**src/rtl/bht_pkg.sv**
```systemverilog
// Shared types, defaults and the saturating counter step
// for the branch direction predictor.
package bht_pkg;

    typedef enum logic {INIT, RUN} state_t;

    localparam int DEF_INDEX_W = 5;
    localparam int DEF_CNT_W   = 2;
    localparam int DEF_GHR_W   = 0;
    localparam int CNT_MAX_W   = 16;

    function automatic logic [CNT_MAX_W-1:0] cnt_next(
        input logic [CNT_MAX_W-1:0] cnt,
        input logic                 taken,
        input logic [CNT_MAX_W-1:0] cmax
    );
        if (taken) begin
            return (cnt == cmax) ? cnt : cnt + 1'b1;
        end
        return (cnt == '0) ? cnt : cnt - 1'b1;
    endfunction

endpackage

```
**src/rtl/bht_ghr.sv**
```systemverilog
// Non-speculative global history register, shifted by
// resolved branch outcomes and cleared on flush.
module bht_ghr
    import bht_pkg::*;
#(
    parameter int GHR_W = 2
) (
    input  logic             clk,
    input  logic             arst_n,
    input  logic             clr,
    input  logic             shift,
    input  logic             din,
    output logic [GHR_W-1:0] ghr
);

    always_ff @(posedge clk or negedge arst_n) begin
        if (!arst_n) begin
            ghr <= '0;
        end else if (clr) begin
            ghr <= '0;
        end else if (shift) begin
            ghr <= GHR_W'({ghr, din});
        end
    end

endmodule

```
**src/rtl/bht_predictor.sv**
```systemverilog
// Saturating-counter branch predictor with optional gshare
// hashing, write-first bypass and flush-driven re-init sweep.
module bht_predictor
    import bht_pkg::*;
#(
    parameter int INDEX_W  = DEF_INDEX_W,
    parameter int CNT_W    = DEF_CNT_W,
    parameter int GHR_W    = DEF_GHR_W,
    parameter int INIT_VAL = 2 ** (CNT_W - 1) - 1
) (
    input  logic               clk,
    input  logic               arst_n,
    input  logic               flush,
    output logic               ready,
    input  logic               lkp_valid,
    input  logic [INDEX_W-1:0] lkp_pc_idx,
    output logic               pred_valid,
    output logic               pred_taken,
    output logic [INDEX_W-1:0] pred_index,
    input  logic               upd_valid,
    input  logic [INDEX_W-1:0] upd_index,
    input  logic               upd_taken
);

    localparam int DEPTH = 1 << INDEX_W;
    localparam logic [CNT_MAX_W-1:0] CMAX =
        CNT_MAX_W'((1 << CNT_W) - 1);
    localparam logic [CNT_W-1:0] INIT_CNT = CNT_W'(INIT_VAL);
    localparam logic [INDEX_W-1:0] LAST = INDEX_W'(DEPTH - 1);

    state_t             state;
    logic [INDEX_W-1:0] sweep_idx;
    logic [CNT_W-1:0]   tbl [DEPTH];

    logic               lkp_acc;
    logic               upd_acc;
    logic [INDEX_W-1:0] ghr_ext;
    logic [INDEX_W-1:0] idx;
    logic [CNT_W-1:0]   upd_cnt;
    logic [CNT_W-1:0]   rd_cnt;

    assign ready   = (state == RUN);
    assign lkp_acc = lkp_valid & ready;
    assign upd_acc = upd_valid & ready;

    generate
        if (GHR_W > 0) begin : g_gshare
            logic [GHR_W-1:0] ghr;
            bht_ghr #(
                .GHR_W (GHR_W)
            ) u_ghr (
                .clk    (clk),
                .arst_n (arst_n),
                .clr    (flush),
                .shift  (upd_acc),
                .din    (upd_taken),
                .ghr    (ghr)
            );
            assign ghr_ext = INDEX_W'(ghr);
        end else begin : g_bimodal
            assign ghr_ext = '0;
        end
    endgenerate

    assign idx     = lkp_pc_idx ^ ghr_ext;
    assign upd_cnt = CNT_W'(cnt_next(CNT_MAX_W'(tbl[upd_index]),
                                     upd_taken, CMAX));

    // Same-entry update wins so the lookup sees the fresh count
    assign rd_cnt = (upd_acc && upd_index == idx) ? upd_cnt : tbl[idx];

    always_ff @(posedge clk) begin
        if (state == INIT) begin
            tbl[sweep_idx] <= INIT_CNT;
        end else if (upd_acc) begin
            tbl[upd_index] <= upd_cnt;
        end
    end

    always_ff @(posedge clk or negedge arst_n) begin
        if (!arst_n) begin
            state      <= INIT;
            sweep_idx  <= '0;
            pred_valid <= 1'b0;
            pred_taken <= 1'b0;
            pred_index <= '0;
        end else begin
            if (flush) begin
                state     <= INIT;
                sweep_idx <= '0;
            end else begin
                case (state)
                    INIT: begin
                        sweep_idx <= sweep_idx + 1'b1;
                        if (sweep_idx == LAST) begin
                            state <= RUN;
                        end
                    end
                    default: state <= RUN;
                endcase
            end
            pred_valid <= lkp_acc;
            pred_taken <= lkp_acc & rd_cnt[CNT_W-1];
            pred_index <= lkp_acc ? idx : '0;
        end
    end

endmodule

```
**config.mk**
```make
export PLATFORM = sky130hd
export DESIGN_NAME = bht_predictor
export DESIGN_NICKNAME = d
export VERILOG_FILES = /design/src/rtl/bht_pkg.sv /design/src/rtl/bht_ghr.sv /design/src/rtl/bht_predictor.sv
export SDC_FILE = /design/constraint.sdc
export NUM_CORES = 1
export LEC_CHECK = 0
export CAP_MARGIN = 40
export CORE_MARGIN = 3
export CORE_UTILIZATION = 42
export DETAILED_ROUTE_END_ITERATION = 8
export SLEW_MARGIN = 20
export SYNTH_ARGS = -nofsm -noshare
export SYNTH_HDL_FRONTEND = slang
export SYNTH_HIERARCHICAL = 1
export SYNTH_SLANG_ARGS = --single-unit
```
**constraint.sdc**
```tcl
create_clock -name clk -period 3 [get_ports clk]
set_clock_uncertainty 0.05 [all_clocks]
set_input_delay 0.45 -clock clk [delete_from_list [all_inputs] [get_ports clk]]
set_output_delay 0.45 -clock clk [all_outputs]
set_load 0.03 [all_outputs]
```
Word level (Yosys, flattened, before mapping) --
Memories as Yosys holds them, arrays and structs flattened. Index checks and enable logic that the tools add are counted.
Word-level totals: bits in writable memories 64, memories kept 1, output and inout bits 8, flip-flop bits (word level) 13, word-level logic and storage cells 38
Operators by class: reduce and logical (&&, ||, !) cells 3, eq/ne operators 4, add/subtract/negate cells 3, bitwise logic cells 3, muxes and demuxes 19
Memory list:
- tbl | words 32, bits a word 2, read ports 2, clocked after memory_dff 0, wr ports 1, RTL line bht_predictor.sv:33 | logic [CNT_W-1:0] tbl [DEPTH];
Operators by type and width (number):
- 5-bit two-way mux | 4
- 2-bit two-way mux | 6
- 1-bit two-way mux | 9
- 5-bit by 1-bit adder with 5-bit output (second input constant) | 1
- 5-bit == test | 1
- 5-bit == test (second input constant) | 1
- 1-bit bitwise AND | 3
- 2-bit by 1-bit adder with 2-bit output (second input constant) | 1
- 2-bit == test (second input constant) | 1
- 2-bit zero test | 1
- 2-bit != test (second input constant) | 1
- 2-bit OR reduction | 1
- 2-bit by 1-bit subtractor with 2-bit output (second input constant) | 1
- 1-bit logical AND | 1

Longest topological paths before layout --
Gate-level depths: netlist of run 1. An unclocked memory read counts as a cell.
depth in word-level cells 7, mapped depth 9, depth with buffers taken out 7

Worst setup path after synthesis of run 1 --
Ideal clock, no wire load.
path type input to register, from input port upd_index[2], to memory tbl[0][1] in the netlist's numbering (data pin), slack 62 ps, arrival 2538 ps, cell stages on the path 9, path buffers 2, library setup time 351 ps, cells stage by stage buf_6 -> nor2b_4 -> buf_6 -> a22o_1 -> nor4_1 -> a31oi_1 -> and3_1 -> maj3_2 -> nor2_1
Between the ends: cells in the longest elaborated chain, start to end 6, elaborated cells on any way between the ends 10, those cells by class 2 x add/sub; 1 x eq/ne; 5 x mux; 1 x reduce/logical; 1 x memory
RTL lines:
- start, declared | RTL line bht_predictor.sv:21 | input logic [INDEX_W-1:0] upd_index,
- memory read 32 x 2 bit (*)
- 2-bit by 1-bit adder with 2-bit output / 2-bit == test (equally long branches) | RTL line bht_pkg.sv:18 | return (cnt == cmax) ? cnt : cnt + 1'b1;
- 2-bit two-way mux | RTL line bht_pkg.sv:18
- 2-bit two-way mux | RTL line bht_pkg.sv:17 | if (taken) begin
- 2-bit two-way mux (*) | RTL line bht_pkg.sv:20 | return (cnt == '0) ? cnt : cnt - 1'b1;
- 2-bit two-way mux (no line) (*)
- end, declared | RTL line bht_predictor.sv:33
Every way passes the cells marked *; elsewhere a longest branch is shown, timed or not. The select of a mux whose other input is x is not followed.

Worst setup path after layout of run 1 --
from input port upd_index[0], to memory tbl[27][1] in the netlist's numbering (data pin)
The elaborated chain is that of the path after synthesis.

==> out/metrics.yaml, run 1 <==
tightest_slew_ns: 0.6322
synth.largest_area_cell: "edfxtp_1"
end_kind: "flip-flop"
totalNegativeSetupSlack_ns: 0
die_y_um: 100.6
synth_nets: 299
ys.flop_type: "edfxtp_1"
vias_per_cell: 5.519
setup_viol: 0
synth_most_common_cell: "edfxtp_1"
area_growth_pct: 15.59
wl_per_cell_um: 19.66
cts-buffers-inserted: 9
synth_area_per_cell_um2: 13.36
place_area_mm2: 0.004136
crit_chain: "clkdlybuf4s50_1 > and2_0 > a22o_1 > nor4_1 > a31oi_1 > and3_1 > maj3_2 > nor2_1 > buf_4"
htreeDepth: 3
cp_slowest_stage_delay_ns: 0.53
via_count: 2362
antennaDiodeCount: 0
port_buffers: 23
gp_congestion: 0.9000
dieWidth_um: 100.6
crit_buf_inv: 2
drt_iter0_markers: 175
grt_pass1_wl_um: 13540
rsz0062_at_grt: "no"
fp-row-count: 33
dieArea_mm2: 0.01011
place_hpwl_um: 6288
drt_pass1_iterations: 5
io_pins: 24
clk-insertion-delay-late_ns: 0.35
worst_slack_ns: 0.3759
ys_top_cells_by_count: "edfxtp_1, nor2_1, mux2i_1"
cts_tree: "built"
drive_gt1_share_pct: 16.10
yosysUniqueCellTypes: 40
hold_violations: 0
critPathLaunchType: "input pin"
p_per_area_mw_per_mm2: 499.7
cts_sinks: 77
synth_area_mm2: 0.003755
post-cts-setup-buffers: 0
synth_seq_cells: 77
ys_seq_area_share_pct: 59.85
initial_core_util_pct: 44.36
period_minus_slack_ns: 2.624
overflow: 0
synth_area_leaders: "edfxtp_1, mux2i_1, dfrtp_1"
antenna_found_initial: 0
cts_resized: 0
ant_nets: 0
routed_wl_um: 8414
cp.arrival_ns: 2.75
outcome: "finished clean"
grt_pass1_vias: 2435
max-clock-path-buffers: 2
slew_headroom_pct: 57.66
ir_worst_vdd_v: 0.0001790
synth_edf_count: 64
p_leak_nw: 1.685
cts_root_buf: "clkbuf_8"
synth_top_area_share_pct: 51.18
cpMaxStageDelayCell: "clkdlybuf4s50_1"
path_class: "in -> reg"
core_region_area_mm2: 0.008464
grt_usage_pct: 18.19
max_freq_mhz: 381.1
clkTransAtPathRegs_ns: 0.09
yosys_warnings: 6
hold_class: "in -> async"
finalInstanceArea_mm2: 0.004340
drv_cap: 0
drc: 0
synthArstFlopShare_pct: 16.88
synthCells: 281
grt_start_max_net_pins: 23
nFillCells: 740
nets: 336
cts_hold_buf: 0
crit_family: "simple AND/OR/NAND/NOR gates"
place_worst_setup_slack_ns: 0.05765
final_max_slew_viol_count: 0
worstPathMaxFanout: 20
cp.required_ns: 3.12
timing.final.crit_share_pct: 87.47
-- per-layer routing --
layer  global-route usage [%]  vias up  share of wire [%]
met1                    25.05     1166                 45
met3                    3.114        8                5.1
met4                    6.943        0                1.4
met2                    28.90       61                 49
li1                         -     1127                  -
met5                        0        -                  0
-- path summary, 6_finish.rpt --
kind	startpoint	to	slack, ns	depth (start not counted)
worst max register to register	tbl[4][0]$_DFFE_PP_	tbl[27][1]$_DFFE_PP_	0.81	8
min in group clk	sweep_idx[4]$_DFFE_PN0P_	sweep_idx[4]$_DFFE_PN0P_	0.57	2
worst min-delay path	arst_n	sweep_idx[1]$_DFFE_PN0P_	0.41	1
worst min register to register	sweep_idx[4]$_DFFE_PN0P_	sweep_idx[4]$_DFFE_PN0P_	0.57	2
worst max-delay path	upd_index[0]	tbl[27][1]$_DFFE_PP_	0.38	9
max in group asynchronous	arst_n	sweep_idx[4]$_DFFE_PN0P_	2.10	1
-- worst reg2reg max path, cell delays in order (launching register included) --
cell and delay (ns):
edfxtp_1 0.34, mux2i_1 0.10, a22o_1 0.27, nor4_1 0.25
a31oi_1 0.09, and3_1 0.20, maj3_2 0.32, nor2_1 0.15
buf_4 0.25
-- registers in the layout, indices dropped and copies added, names as in the netlist --
name        flops
tbl            64
pred_index      5
sweep_idx       5
pred_taken      1
pred_valid      1
ready           1
-- stage by stage --
| stage | hold WS [ns] | power [mW] | utilization, % | std cells |
|---|---|---|---|---|
| finish | 0.4110 | 2.169 | 51.28 | 428 |
| detailed placement | 0.5549 | 1.389 | 48.87 | 412 |
| floorplan | 0.1044 | 1.316 | - | 281 |
| global placement | 0.5407 | 1.381 | 48.60 | 409 |
| CTS | 0.4219 | 2.188 | 51.28 | 428 |
| global route | 0.4619 | 2.259 | 51.28 | 428 |
-- placed cells by master, fill, tap and decap left out, drive strengths merged, types with 3 or more instances in the layout --
cell type | synthesis | routed
a21oi | 6 | 6
and3 | 7 | 7
mux2i | 36 | 36
nor2 | 43 | 43
nand3 | 5 | 5
mux4 | 9 | 9
a31oi | 4 | 4
clkdlybuf4s50 | 0 | 22
buf | 10 | 21
inv | 1 | 5
dfrtp | 13 | 13
xnor2 | 5 | 5
edfxtp | 64 | 64
o21ai | 6 | 6
a22oi | 10 | 10
nand2 | 20 | 20
xor2 | 3 | 3
nand2b | 3 | 3
clkbuf | 7 | 9
nor2b | 5 | 5
-- power by group --
| group | switching (mW) | internal (mW) | leakage, nW | total [mW] |
|---|---|---|---|---|
| Sequential | 0.00912 | 1.15 | 0.824 | 1.16 |
| Clock | 0.407 | 0.397 | 0.103 | 0.804 |
| Combinational | 0.109 | 0.0928 | 0.758 | 0.202 |
-- logic make-up (layout without fill, tap and decap cells) --
| family | count (synthesis) | after routing | synth area share [%] |
|---|---|---|---|
| XOR/XNOR | 8 | 8 | 1.866 |
| flip-flops | 77 | 77 | 59.85 |
| multiplexers | 47 | 47 | 15.59 |
| adder cells (fa/ha/maj) | 4 | 4 | 1.266 |
| buffers and inverters | 18 | 60 | 3.765 |
| AND/OR/NAND/NOR | 96 | 96 | 12.13 |
| AO/OA/AOI/OAI | 31 | 31 | 5.532 |
-- layout make-up --
class | instances | area [µm²] | share of cell area (%)
clock buffer | 9 | 123.9 | 2.854
multi-input combinational | 186 | 1366 | 31.48
tap | 105 | 131.4 | 3.027
sequential | 77 | 2247 | 51.77
clock inverter | 7 | 80.08 | 1.845
timing repair buffer | 43 | 387.9 | 8.936
inverter | 1 | 3.754 | 0.08648
Note: power is estimated with default switching activity, not from simulation.
==> run 2, diff against run 1 <==
- CORE_ASPECT_RATIO: unset -> 2
==> out/metrics.yaml, run 2 (same netlist as run 1, synthesis figures left out) <==
grt_usage_pct: 19.52  # +1.3 points
tightest_slew_ns: 0.5730  # -0.05921 ns
routed_wl_um: 9312  # +11%
cp.required_ns: 3.11  # about the same
end_kind: "flip-flop"
antenna_found_initial: 0  # unchanged
drive_gt1_share_pct: 17.27  # +1.2 points
place_hpwl_um: 7120  # +13%
overflow: 0  # unchanged
regArea_mm2: 0.002247  # unchanged
cts_root_buf: "clkbuf_16"
largest_register_ffs: 64  # unchanged
top_register: "tbl"
dieWidth_um: 72.86  # -28%
outcome: "finished clean"
io_pins: 24  # unchanged
drt_iter0_markers: 161  # -8.0%
via_count: 2449  # +3.7%
cts_hold_buf: 0  # unchanged
grt_pass1_vias: 2538  # +4.2%
final_cell_mix: "edfxtp_1, nor2_1, mux2i_1"
antennaDiodeCount: 0  # unchanged
crit_chain: "clkdlybuf4s50_1 > nor2_1 > a22o_1 > nor4_1 > a31oi_1 > and3_1 > maj3_2 > nor2_1 > buf_4"
dieArea_mm2: 0.01018  # +0.69%
cts_resized: 0  # unchanged
hold_violations: 0  # unchanged
final_common_cell: "edfxtp_1"
vias_per_cell: 5.695  # +3.2%
cp_slowest_stage_delay_ns: 0.60  # +0.07 ns
timing.final.crit_share_pct: 87.85  # +0.38 points
multi_input_area_mm2: 0.001366  # unchanged
largestRegisters: "tbl: 64 flops, pred_index: 5 flops, sweep_idx: 5 flops"
crit_family: "buffers and inverters"
nets: 343  # +2.1%
cts_sinks: 77  # unchanged
period_minus_slack_ns: 2.636  # +0.01154 ns
hold_class: "in -> async"
gp_congestion: 0.9369  # +4.1%
port_buffers: 23  # unchanged
cts-buffers-inserted: 9  # unchanged
post-cts-setup-buffers: 0  # unchanged
cp.arrival_ns: 2.75  # about the same
final_max_slew_viol_count: 0  # unchanged
cpMostUsedCell: "nor2_1"
fp-row-count: 48  # +45%
worstPathMaxFanout: 20  # unchanged
p_leak_nw: 1.745  # +3.6%
setup_viol: 0  # unchanged
grt_pass1_wl_um: 14040  # +3.7%
cpMaxStageDelayCell: "clkdlybuf4s50_1"
max_freq_mhz: 379.4  # -0.44%
die_y_um: 139.7  # +39%
clkTransAtPathRegs_ns: 0.06  # -0.03 ns
ant_nets: 0  # unchanged
cts_tree: "built"
crit_buf_inv: 2  # unchanged
grt_start_max_net_pins: 24  # +4.3%
rsz0062_at_grt: "no"
clk-insertion-delay-late_ns: 0.34  # about the same
area_growth_pct: 18.53
initial_core_util_pct: 43.42  # -0.94 points
ir_worst_vdd_v: 0.0003395  # +90%
path_class: "in -> reg"
slew_headroom_pct: 61.68  # +4.0 points
wl_per_cell_um: 21.66  # +10%
p_per_area_mw_per_mm2: 527.1  # +5.5%
core_region_area_mm2: 0.008648  # +2.2%
max-clock-path-buffers: 2  # unchanged
nFillCells: 785  # +6.1%
place_area_mm2: 0.004183  # +1.1%
drv_cap: 0  # unchanged
totalNegativeSetupSlack_ns: 0  # unchanged
finalInstanceArea_mm2: 0.004451  # +2.5%
critPathLaunchType: "input pin"
htreeDepth: 3  # unchanged
drt_pass1_iterations: 4  # -1
drc: 0  # unchanged
run 2: cell types whose count changed in the layout (fill, tap and decap cells not counted), sizes merged:
cell	previous run	this run
clkbuf	9	10
clkinv	1	4
inv	5	2
bufinv	1	0
buf	21	28
run 2: layer usage:
metal  vias up  part of all wire [%]  GRT usage, %
met3        34                   4.1         4.049
met5         -                     0             0
li1       1143                     -             -
met4         0                   5.9         12.94
met1      1196                    34         19.18
met2        76                    56         35.03
run 2: power breakdown:
group	switching [mW]	internal, mW	total (mW)	leakage (nW)
logic	0.113	0.0973	0.210	0.790
clock network	0.413	0.558	0.970	0.130
registers	0.00949	1.16	1.17	0.824
run 2: area by class of cell:
type                    instances  area share (%)
well taps                     100           2.811
repair buffers                 50           9.896
clock inverters                 6          0.8715
flip-flops and latches         77           50.49
multi-input cells             186           30.70
inverters                       1         0.08434
clock buffers                  10           5.145
run 2: through the flow:
step	power [mW]	cells	hold slack (ns)	util, %	setup WS (ns)
after floorplan	1.316	281	0.1044	-	0.06179
after global placement	1.395	413	0.5229	48.28	0.1471
after detailed placement	1.397	414	0.5490	48.37	0.07112
after CTS	2.363	430	0.4533	51.46	0.4051
after global routing	2.419	430	0.4808	51.46	0.2562
final	2.346	430	0.4295	51.46	0.3644
run 2: final timing paths:
kind / start / endpoint / slack [ns] / cells past startpoint
max: upd_index[2] / tbl[1][1]$_DFFE_PP_ / 0.36 / 9
min: arst_n / pred_valid$_DFF_PN0_ / 0.43 / 1
max reg2reg: tbl[6][0]$_DFFE_PP_ / tbl[1][1]$_DFFE_PP_ / 0.80 / 8
min reg2reg: sweep_idx[4]$_DFFE_PN0P_ / sweep_idx[4]$_DFFE_PN0P_ / 0.56 / 2
max in group asynchronous: arst_n / sweep_idx[3]$_DFFE_PN0P_ / 2.09 / 1
min in group clk: sweep_idx[4]$_DFFE_PN0P_ / sweep_idx[4]$_DFFE_PN0P_ / 0.56 / 2
